File: config.mk
export PLATFORM = sky130hd
export DESIGN_NAME = voice_allocator_flat
export DESIGN_NICKNAME = d
export VERILOG_FILES = /design/src/rtl/voice_allocator_if.sv /design/src/rtl/voice_allocator.sv /design/src/flat_wrapper.sv
export SDC_FILE = /design/constraint.sdc
export NUM_CORES = 1
export LEC_CHECK = 0
export ABC_AREA = 1
export CAP_MARGIN = 25
export CORE_MARGIN = 10
export CORE_UTILIZATION = 55
export CTS_CLUSTER_SIZE = 10
export DETAILED_ROUTE_END_ITERATION = 8
export PLACE_DENSITY = 0.91
export SYNTH_ARGS = -nofsm -noshare
export SYNTH_HDL_FRONTEND = slang
export SYNTH_SLANG_ARGS = --single-unit
export TNS_END_PERCENT = 100
File: constraint.sdc
create_clock -name clk -period 12.5 [get_ports clk]
set_clock_uncertainty 0.2 [all_clocks]
set_input_delay 1.875 -clock clk [delete_from_list [all_inputs] [get_ports clk]]
set_output_delay 1.875 -clock clk [all_outputs]
set_load 0.02 [all_outputs]
File: src/rtl/voice_allocator_if.sv
// Handshake bundle between the note front end / envelope bank and the voice allocator.
interface voice_allocator_if #(
    parameter int unsigned NUM_VOICES = 4,
    parameter int unsigned KEY_W      = 7
);
    logic                          on_valid;
    logic [KEY_W-1:0]              on_key;
    logic                          on_ready;
    logic                          off_valid;
    logic [KEY_W-1:0]              off_key;
    logic [NUM_VOICES-1:0]         env_busy;
    logic [NUM_VOICES-1:0]         env_note_on;
    logic [NUM_VOICES-1:0]         env_note_off;
    logic [NUM_VOICES*KEY_W-1:0]   voice_key;
    logic [NUM_VOICES-1:0]         voice_held;
    logic                          steal;

    modport master (
        output on_valid, on_key, off_valid, off_key, env_busy,
        input  on_ready, env_note_on, env_note_off, voice_key, voice_held, steal
    );

    modport slave (
        input  on_valid, on_key, off_valid, off_key, env_busy,
        output on_ready, env_note_on, env_note_off, voice_key, voice_held, steal
    );
endinterface

File: src/rtl/voice_allocator.sv
// Polyphonic voice allocator: assigns key-ons to free envelope generators, routes key-offs,
// and steals the oldest held voice when the bank is full.
module voice_allocator #(
    parameter int unsigned NUM_VOICES = 4,
    parameter int unsigned KEY_W      = 7,
    parameter int unsigned AGE_W      = 4
) (
    input logic              clk,
    input logic              rst,
    voice_allocator_if.slave bus
);
    localparam int unsigned IDX_W = $clog2(NUM_VOICES);
    localparam logic [AGE_W-1:0] AGE_MAX = '1;

    typedef enum logic [2:0] {StIdle, StAlloc, StSteal, StWait} state_e;

    state_e                               state_q;
    logic                                 on_ready_q;
    logic                                 steal_q;
    logic [NUM_VOICES-1:0]                note_on_q;
    logic [NUM_VOICES-1:0]                note_off_q;
    logic [NUM_VOICES-1:0]                held_q;
    logic [NUM_VOICES-1:0][KEY_W-1:0]     key_q;
    logic [NUM_VOICES-1:0][AGE_W-1:0]     age_q;
    logic [KEY_W-1:0]                     pend_key_q;
    logic [IDX_W-1:0]                     victim_q;

    logic [NUM_VOICES-1:0] off_match;
    logic [NUM_VOICES-1:0] held_eff;
    logic [NUM_VOICES-1:0] free;
    logic                  free_any;
    logic [IDX_W-1:0]      free_idx;
    logic                  hit_any;
    logic [IDX_W-1:0]      hit_idx;
    logic                  old_found;
    logic [IDX_W-1:0]      old_idx;
    logic [AGE_W-1:0]      old_age;

    always_comb begin
        off_match = '0;
        for (int v = 0; v < int'(NUM_VOICES); v++) begin
            off_match[v] = bus.off_valid && held_q[v] && (key_q[v] == bus.off_key);
        end
        // Key-offs take effect before any decision made in the same cycle.
        held_eff = held_q & ~off_match;
        free     = ~bus.env_busy & ~held_q;
        free_any = |free;

        free_idx = '0;
        hit_any  = 1'b0;
        hit_idx  = '0;
        for (int v = int'(NUM_VOICES) - 1; v >= 0; v--) begin
            if (free[v]) begin
                free_idx = IDX_W'(v);
            end
            if (held_eff[v] && (key_q[v] == bus.on_key)) begin
                hit_any = 1'b1;
                hit_idx = IDX_W'(v);
            end
        end

        // Strict compare keeps the lowest index on age ties.
        old_found = 1'b0;
        old_idx   = '0;
        old_age   = '0;
        for (int v = 0; v < int'(NUM_VOICES); v++) begin
            if (held_eff[v] && (!old_found || (age_q[v] > old_age))) begin
                old_found = 1'b1;
                old_idx   = IDX_W'(v);
                old_age   = age_q[v];
            end
        end
    end

    always_ff @(posedge clk) begin
        if (rst) begin
            state_q    <= StIdle;
            on_ready_q <= 1'b0;
            steal_q    <= 1'b0;
            note_on_q  <= '0;
            note_off_q <= '0;
            held_q     <= '0;
            key_q      <= '0;
            age_q      <= '0;
            pend_key_q <= '0;
            victim_q   <= '0;
        end else begin
            note_on_q  <= '0;
            note_off_q <= off_match;
            steal_q    <= 1'b0;
            held_q     <= held_eff;
            case (state_q)
                StIdle: begin
                    on_ready_q <= 1'b1;
                    if (bus.on_valid && on_ready_q) begin
                        on_ready_q <= 1'b0;
                        pend_key_q <= bus.on_key;
                        if (hit_any) begin
                            victim_q <= hit_idx;
                            state_q  <= StSteal;
                        end else begin
                            state_q <= StAlloc;
                        end
                    end
                end
                StAlloc: begin
                    if (free_any) begin
                        for (int v = 0; v < int'(NUM_VOICES); v++) begin
                            if (held_eff[v] && (age_q[v] != AGE_MAX)) begin
                                age_q[v] <= age_q[v] + 1'b1;
                            end
                        end
                        note_on_q[free_idx] <= 1'b1;
                        key_q[free_idx]     <= pend_key_q;
                        held_q[free_idx]    <= 1'b1;
                        age_q[free_idx]     <= '0;
                        on_ready_q          <= 1'b1;
                        state_q             <= StIdle;
                    end else if (old_found) begin
                        victim_q <= old_idx;
                        state_q  <= StSteal;
                    end
                end
                StSteal: begin
                    note_off_q[victim_q] <= 1'b1;
                    held_q[victim_q]     <= 1'b0;
                    steal_q              <= 1'b1;
                    state_q              <= StWait;
                end
                StWait: begin
                    if (!bus.env_busy[victim_q]) begin
                        state_q <= StAlloc;
                    end
                end
                default: begin
                    on_ready_q <= 1'b0;
                    state_q    <= StIdle;
                end
            endcase
        end
    end

    assign bus.on_ready     = on_ready_q;
    assign bus.env_note_on  = note_on_q;
    assign bus.env_note_off = note_off_q;
    assign bus.voice_key    = key_q;
    assign bus.voice_held   = held_q;
    assign bus.steal        = steal_q;
endmodule

File: src/flat_wrapper.sv
// flat-port wrapper written by rule: the top's interface ports become plain ports
module voice_allocator_flat 
#(
    parameter int unsigned NUM_VOICES = 4,
    parameter int unsigned KEY_W      = 7,
    parameter int unsigned AGE_W      = 4
)
  (clk, rst, bus_on_valid, bus_on_key, bus_off_valid, bus_off_key, bus_env_busy, bus_on_ready, bus_env_note_on, bus_env_note_off, bus_voice_key, bus_voice_held, bus_steal);
  voice_allocator_if #(.NUM_VOICES(NUM_VOICES), .KEY_W(KEY_W)) bus_i ();
  input logic clk;
  input logic rst;
  input wire logic [$bits(bus_i.on_valid)-1:0] bus_on_valid;
  input wire logic [$bits(bus_i.on_key)-1:0] bus_on_key;
  input wire logic [$bits(bus_i.off_valid)-1:0] bus_off_valid;
  input wire logic [$bits(bus_i.off_key)-1:0] bus_off_key;
  input wire logic [$bits(bus_i.env_busy)-1:0] bus_env_busy;
  output wire logic [$bits(bus_i.on_ready)-1:0] bus_on_ready;
  output wire logic [$bits(bus_i.env_note_on)-1:0] bus_env_note_on;
  output wire logic [$bits(bus_i.env_note_off)-1:0] bus_env_note_off;
  output wire logic [$bits(bus_i.voice_key)-1:0] bus_voice_key;
  output wire logic [$bits(bus_i.voice_held)-1:0] bus_voice_held;
  output wire logic [$bits(bus_i.steal)-1:0] bus_steal;
  assign bus_i.on_valid = bus_on_valid;
  assign bus_i.on_key = bus_on_key;
  assign bus_i.off_valid = bus_off_valid;
  assign bus_i.off_key = bus_off_key;
  assign bus_i.env_busy = bus_env_busy;
  assign bus_on_ready = bus_i.on_ready;
  assign bus_env_note_on = bus_i.env_note_on;
  assign bus_env_note_off = bus_i.env_note_off;
  assign bus_voice_key = bus_i.voice_key;
  assign bus_voice_held = bus_i.voice_held;
  assign bus_steal = bus_i.steal;
  voice_allocator #(.NUM_VOICES(NUM_VOICES), .KEY_W(KEY_W), .AGE_W(AGE_W)) u_core (.clk(clk), .rst(rst), .bus(bus_i));
endmodule
==> flow_metrics.tcl, run 1 <==
set metrics [dict create \
    status "completed" \
    cts_sinks 69 \
    die_w_um 107 \
    cts_resized 0 \
    cts_tree "done" \
    drv_slew 0 \
    fin_util_pct 69.8 \
    grt_pass1_wl_um 21100 \
    power_density_mw_per_mm2 103 \
    slowest_stage "clkdlybuf4s50_1" \
    max_stage_delay_ns 0.58 \
    critical_path_class "input port to register" \
    grt_overflow 0 \
    finalHoldViolations 0 \
    fmax_mhz 158 \
    clockBufferDepth 2 \
    finalSetupTns_ns 0 \
    hp-class "register to register" \
    layout.nets 753 \
    grtUsageTotal_pct 22.9 \
    synth_warnings 0 \
    netlist_top_cells_area "dfxtp_1 33%, nand2_1 17%, inv_1 8.5%" \
    numCtsBuffers 9 \
    cp_top_family "simple AND/OR/NAND/NOR gates" \
    drt-total-wl_um 13100 \
    crit_top_cell "nand2_1" \
    wl_met1_um 5430 \
    avgSynthCellArea_sq_um 6.47 \
    hpwl_um 9940 \
    clkTransAtPathRegs_ns 0.07 \
    crit_fanout 10 \
    synth-seq-cells 69 \
    wl_per_cell_um 16.1 \
    die_area_sq_mm 0.0115 \
    dr_total_vias 4503 \
    drt_pass1_iterations 6 \
    cts_root_buf "clkbuf_8" \
    drc 0 \
    worst_slew_pin_slew_ns 0.644 \
    setup_violations 0 \
    n_fill_cell 630 \
    drive_above_1_share_pct 7.12 \
    design.core.area_sq_mm 0.00729 \
    io_buffers 63 \
    synth_top_area_share_pct 33.1 \
    gp_congestion 0.951 \
    final.period_utilization_pct 50.5 \
    drv_cap 0 \
    peakVddDrop_mv 0.0638 \
    synth_nets 686 \
    cts.htree.levels 3 \
    synth.cell_area_sq_mm 0.00417 \
    power.leakage_nw 2.20 \
    yosysSeqAreaShare_pct 33.1 \
    grt_max_degree 17 \
    routed_via_density 5.53 \
    timing.final.crit_period_ns 6.31 \
    rsz0062_at_grt "no" \
    crit_required_ns 12.59 \
    die_y_um 107 \
    worstSetupStartpointType "input port" \
    met3_length_um 1300 \
    synth_area_leader_cell "dfxtp_1" \
    relSlewSlack_pct 57.0 \
    cp_num_buf_inv 4 \
    postRouteAntennaNets 0 \
    highest_layer "met4" \
    syn2layout_area_growth_pct 22.1 \
    insertion_delay_ns 0.35 \
    drtIter0Drc 387 \
    end_kind "register" \
    n_antenna_cell 0 \
    synthCells 644 \
    cts_setup_buffers 0 \
    cts_hold_buf 0 \
    antenna_found_initial 0 \
    row_count 31 \
    start_util_pct 57.2 \
    top_level_ports 64 \
    grt_pass1_vias 4373 \
    met2_length_um 5900 \
    critPathArrivalTime_ns 6.40 \
    synth_cell_types 32 \
]
tightest hold or removal path, cell delays in order (launching register included):
cell and delay, ns:
dfxtp_1 0.35, inv_1 0.06, a21oi_1 0.05
final cells by class:
cell class	count	area, sq um	share of cell area, %
clock inverters	4	47.5	0.935
clock buffers	12	145	2.85
multi-input cells	463	2360	46.4
repair buffers	64	638	12.5
flip-flops and latches	69	1380	27.2
well taps	99	124	2.43
inverters	104	390	7.67
cell families after synthesis:
family / count (synthesis) / share of synthesized area, %
and+or+nand+nor: 312 / 31.4
buffers and inverters: 112 / 10.2
AOI/OAI and AO/OA: 108 / 14.4
DFF: 69 / 33.1
xor gates and xnor gates: 22 / 4.62
adders and majority gates: 20 / 6.00
muxes: 1 / 0.240
cell usage in the layout (no fill, tap or decap), drive strengths merged:
master         instances
mux2i                  1
o22ai                 27
ha                    20
a21oi                 38
xnor2                 16
nor2                  64
o21ai                 38
a211oi                 1
buf                    1
xor2                   6
or2                    1
clkinv                 2
nor4                   2
a31oi                  3
clkbuf                12
o21a                   1
bufinv                 1
clkinvlp               1
dfxtp                 69
nand3                 31
and3                   1
inv                  104
clkdlybuf4s50         63
nand4                  4
nand2                203
nor3                   6
final timing paths:
check / start / to / slack [ns] / depth (start not counted)
worst max-delay path: bus_off_key[1] / u_core.victim_q[0] / 6.19 / 35
worst min-delay path: u_core.age_q[1] / u_core.age_q[1] / 0.30 / 2
worst max register to register: u_core.bus.voice_held[0] / u_core.victim_q[0] / 7.92 / 32
worst min register to register: u_core.age_q[1] / u_core.age_q[1] / 0.30 / 2
power by group:
part | switching [mW] | internal (mW) | leakage [nW] | total [mW]
clock | 0.0868 | 0.0971 | 0.0964 | 0.184
sequential | 0.00633 | 0.228 | 0.557 | 0.234
combinational | 0.0716 | 0.0360 | 1.54 | 0.108
total | 0.165 | 0.361 | 2.20 | 0.526
layer usage:
| layer | up-vias | global-route usage [%] |
|---|---|---|
| met5 | - | 0 |
| met1 | 2010 | 28.0 |
| met4 | 0 | 12.2 |
| met3 | 52 | 5.99 |
| met2 | 259 | 36.0 |
| li1 | 2182 | - |
per-stage QoR:
| stage | hold slack, ns | cell area, sq um | instances | total power [mW] | setup WS [ns] |
|---|---|---|---|---|---|
| 2_1_floorplan | 0.266 | 4170 | 644 | 0.306 | 7.02 |
| 3_3_place_gp | 0.293 | 4890 | 799 | 0.340 | 6.15 |
| 3_5_place_dp | 0.296 | 4890 | 799 | 0.343 | 5.96 |
| 4_1_cts | 0.306 | 5090 | 815 | 0.523 | 6.27 |
| 5_1_grt | 0.347 | 5090 | 815 | 0.544 | 5.66 |
| 6_report | 0.305 | 5090 | 815 | 0.526 | 6.19 |
sequential cells by signal (all words and copies together), names as in the netlist:
| register | flops |
|---|---|
| u_core.victim_q | 2 |
| u_core.age_q | 16 |
| u_core.bus.env_note_off | 4 |
| u_core.pend_key_q | 7 |
| u_core.state_q | 2 |
| u_core.bus.on_ready | 1 |
| u_core.bus.env_note_on | 4 |
| u_core.bus.voice_held | 4 |
| u_core.bus.voice_key | 28 |
| u_core.bus.steal | 1 |
cell usage after synthesis (all sizes together):
library cell and instances:
inv 104, xor2 6, o22ai 27, nor4 2, nand2 203, ha 20, a31oi 3, nor2 64
a21oi 38, buf 3, nand4 4, and3 1, xnor2 16, o21a 1, o21ai 38, a211oi 1
nand3 31, nor3 6, dfxtp 69, clkbuf 5, or2 1, mux2i 1
No activity file was read; power rests on OpenSTA's default activity.
==> inputs of run 2 (changes only) <==
--- a/config.mk
+++ b/config.mk
@@ -8,10 +8,10 @@
 export ABC_AREA = 1
 export CAP_MARGIN = 25
 export CORE_MARGIN = 10
-export CORE_UTILIZATION = 55
+export CORE_UTILIZATION = 49
 export CTS_CLUSTER_SIZE = 10
 export DETAILED_ROUTE_END_ITERATION = 8
-export PLACE_DENSITY = 0.91
+export PLACE_DENSITY = 0.86
 export SYNTH_ARGS = -nofsm -noshare
 export SYNTH_HDL_FRONTEND = slang
 export SYNTH_SLANG_ARGS = --single-unit
==> constraint.sdc (replaced) <==
create_clock -name clk -period 5.75 [get_ports clk]
set_clock_uncertainty 0.2 [all_clocks]
set_input_delay 0.8625 -clock clk [delete_from_list [all_inputs] [get_ports clk]]
set_output_delay 0.8625 -clock clk [all_outputs]
set_load 0.02 [all_outputs]
==> flow_metrics.tcl, run 2 (synthesis gave the netlist of run 1 again) <==
set metrics [dict create \
    slowest_stage "clkdlybuf4s50_1" \
    cts_root_buf "clkbuf_8" \
    layout.nets 752 \
    dr_total_vias 4483 \
    clockBufferDepth 2 \
    drv_slew 0 \
    grt_overflow 0 \
    p_sw_share_pct 31.5 \
    peakVddDrop_mv 0.118 \
    n_antenna_cell 0 \
    grt_pass1_vias 4326 \
    io_buffers 63 \
    status "completed" \
    fmax_mhz 194 \
    final_cell_mix "192 x nand2_1, 93 x inv_1, 69 x dfxtp_1, 61 x clkdlybuf4s50_1, 58 x nor2_1" \
    hp-class "register to register" \
    finalHoldViolations 0 \
    routed_via_density 5.47 \
    grt_max_degree 17 \
    cts_tree "done" \
    drt-total-wl_um 13000 \
    place_ws_ns 0.253 \
    grtUsageTotal_pct 20.0 \
    row_count 33 \
    design.core.area_sq_mm 0.00826 \
    pwr-share-seq_pct 45.2 \
    crit_required_ns 5.84 \
    antenna_found_initial 0 \
    cts.htree.levels 3 \
    die_w_um 112 \
    end_kind "register" \
    worst_slew_pin_slew_ns 0.708 \
    insertion_delay_ns 0.35 \
    internal_power_uw 772 \
    worstSetupStartpointType "input port" \
    finalSetupTns_ns 0 \
    die_area_sq_mm 0.0126 \
    cts_hold_buf 0 \
    timing.final.crit_period_ns 5.14 \
    max_stage_delay_ns 0.54 \
    wl_per_cell_um 15.9 \
    cts_resized 0 \
    critPathArrivalTime_ns 5.23 \
    drt_pass1_iterations 6 \
    syn2layout_area_growth_pct 22.2 \
    power.leakage_nw 2.20 \
    drc 0 \
    drive_above_1_share_pct 7.27 \
    n_fill_cell 756 \
    switchingPower_uw 356 \
    cts_sinks 69 \
    drtIter0Drc 345 \
    die_y_um 112 \
    cts_setup_buffers 0 \
    relSlewSlack_pct 52.6 \
    rsz0062_at_grt "no" \
    setup_violations 0 \
    postRouteAntennaNets 0 \
    timing.final.ws_setup_ns 0.607 \
    power_density_mw_per_mm2 222 \
    crit_fanout 10 \
    critical_path_class "input port to register" \
    final.period_utilization_pct 89.5 \
    gp_congestion 0.952 \
    grt_pass1_wl_um 20900 \
    hpwl_um 10200 \
    clkTransAtPathRegs_ns 0.07 \
    top_level_ports 64 \
    largest_reg_flops 28 \
    p_comb_share_pct 20.4 \
    drv_cap 0 \
    start_util_pct 50.5 \
    p_clk_share_pct 34.4 \
    final_common_cell "nand2_1" \
    numCtsBuffers 9 \
]
[run 2: changes by cell type in the layout (fill, tap and decap cells not counted)]
cell | previous run | this run
inv_1 | 94 | 93
clkbuf_1 | 2 | 1
clkbuf_8 | 10 | 9
buf_4 | 1 | 0
inv_2 | 10 | 11
clkinvlp_4 | 1 | 2
dlymetal6s2s_1 | 0 | 2
clkinv_4 | 0 | 1
clkdlybuf4s50_1 | 63 | 61
[run 2: worst max-delay path, delay by kind of cell]
kind	cells	cell delay (ns)
buffers and inverters	2	0.62
AO/OA/AOI/OAI	11	1.20
adder cells (fa/ha/maj)	3	0.83
AND/OR/NAND/NOR	15	1.40
XOR/XNOR	1	0.28
[run 2: final cells by class]
| type | instances | area, sq um | area share, % |
|---|---|---|---|
| flip-flops and latches | 69 | 1380 | 27.1 |
| clock inverters | 6 | 63.8 | 1.25 |
| repair buffers | 63 | 636 | 12.5 |
| multi-input cells | 463 | 2360 | 46.4 |
| well taps | 105 | 131 | 2.58 |
| clock buffers | 10 | 128 | 2.51 |
| inverters | 104 | 390 | 7.67 |
[run 2: metal layers]
metal  part of all wire (%)  GRT usage, %
met1                     43          24.9
met3                    8.5          4.10
met4                    2.3          8.04
met2                     46          32.8
met5                      0             0
[run 2: through the flow]
stage	std cells	power, mW	utilization, %	hold WS [ns]	area (sq um)
floorplan	644	0.665	-	0.266	4170
global placement	804	0.742	59.3	0.293	4890
detailed placement	804	0.746	59.3	0.303	4890
CTS	820	1.13	61.6	0.312	5090
global route	820	1.17	61.7	0.347	5090
finish	820	1.13	61.7	0.307	5090
[run 2: final timing paths]
| kind | end | cells after the start | startpoint | slack (ns) |
|---|---|---|---|---|
| min reg2reg | u_core.state_q[1] | 2 | u_core.state_q[1] | 0.31 |
| max | u_core.victim_q[0] | 32 | bus_off_key[2] | 0.61 |
| max reg2reg | u_core.victim_q[0] | 32 | u_core.bus.voice_held[0] | 1.21 |
| min | u_core.state_q[1] | 2 | u_core.state_q[1] | 0.31 |
[run 2: power groups by stage]
stage | Combinational [mW] | Sequential [mW] | Clock (mW)
finish | 0.230 | 0.510 | 0.387
global route | 0.253 | 0.512 | 0.409
CTS | 0.227 | 0.510 | 0.391
detailed placement | 0.225 | 0.521 | 0
global placement | 0.221 | 0.520 | 0
floorplan | 0.141 | 0.524 | 0
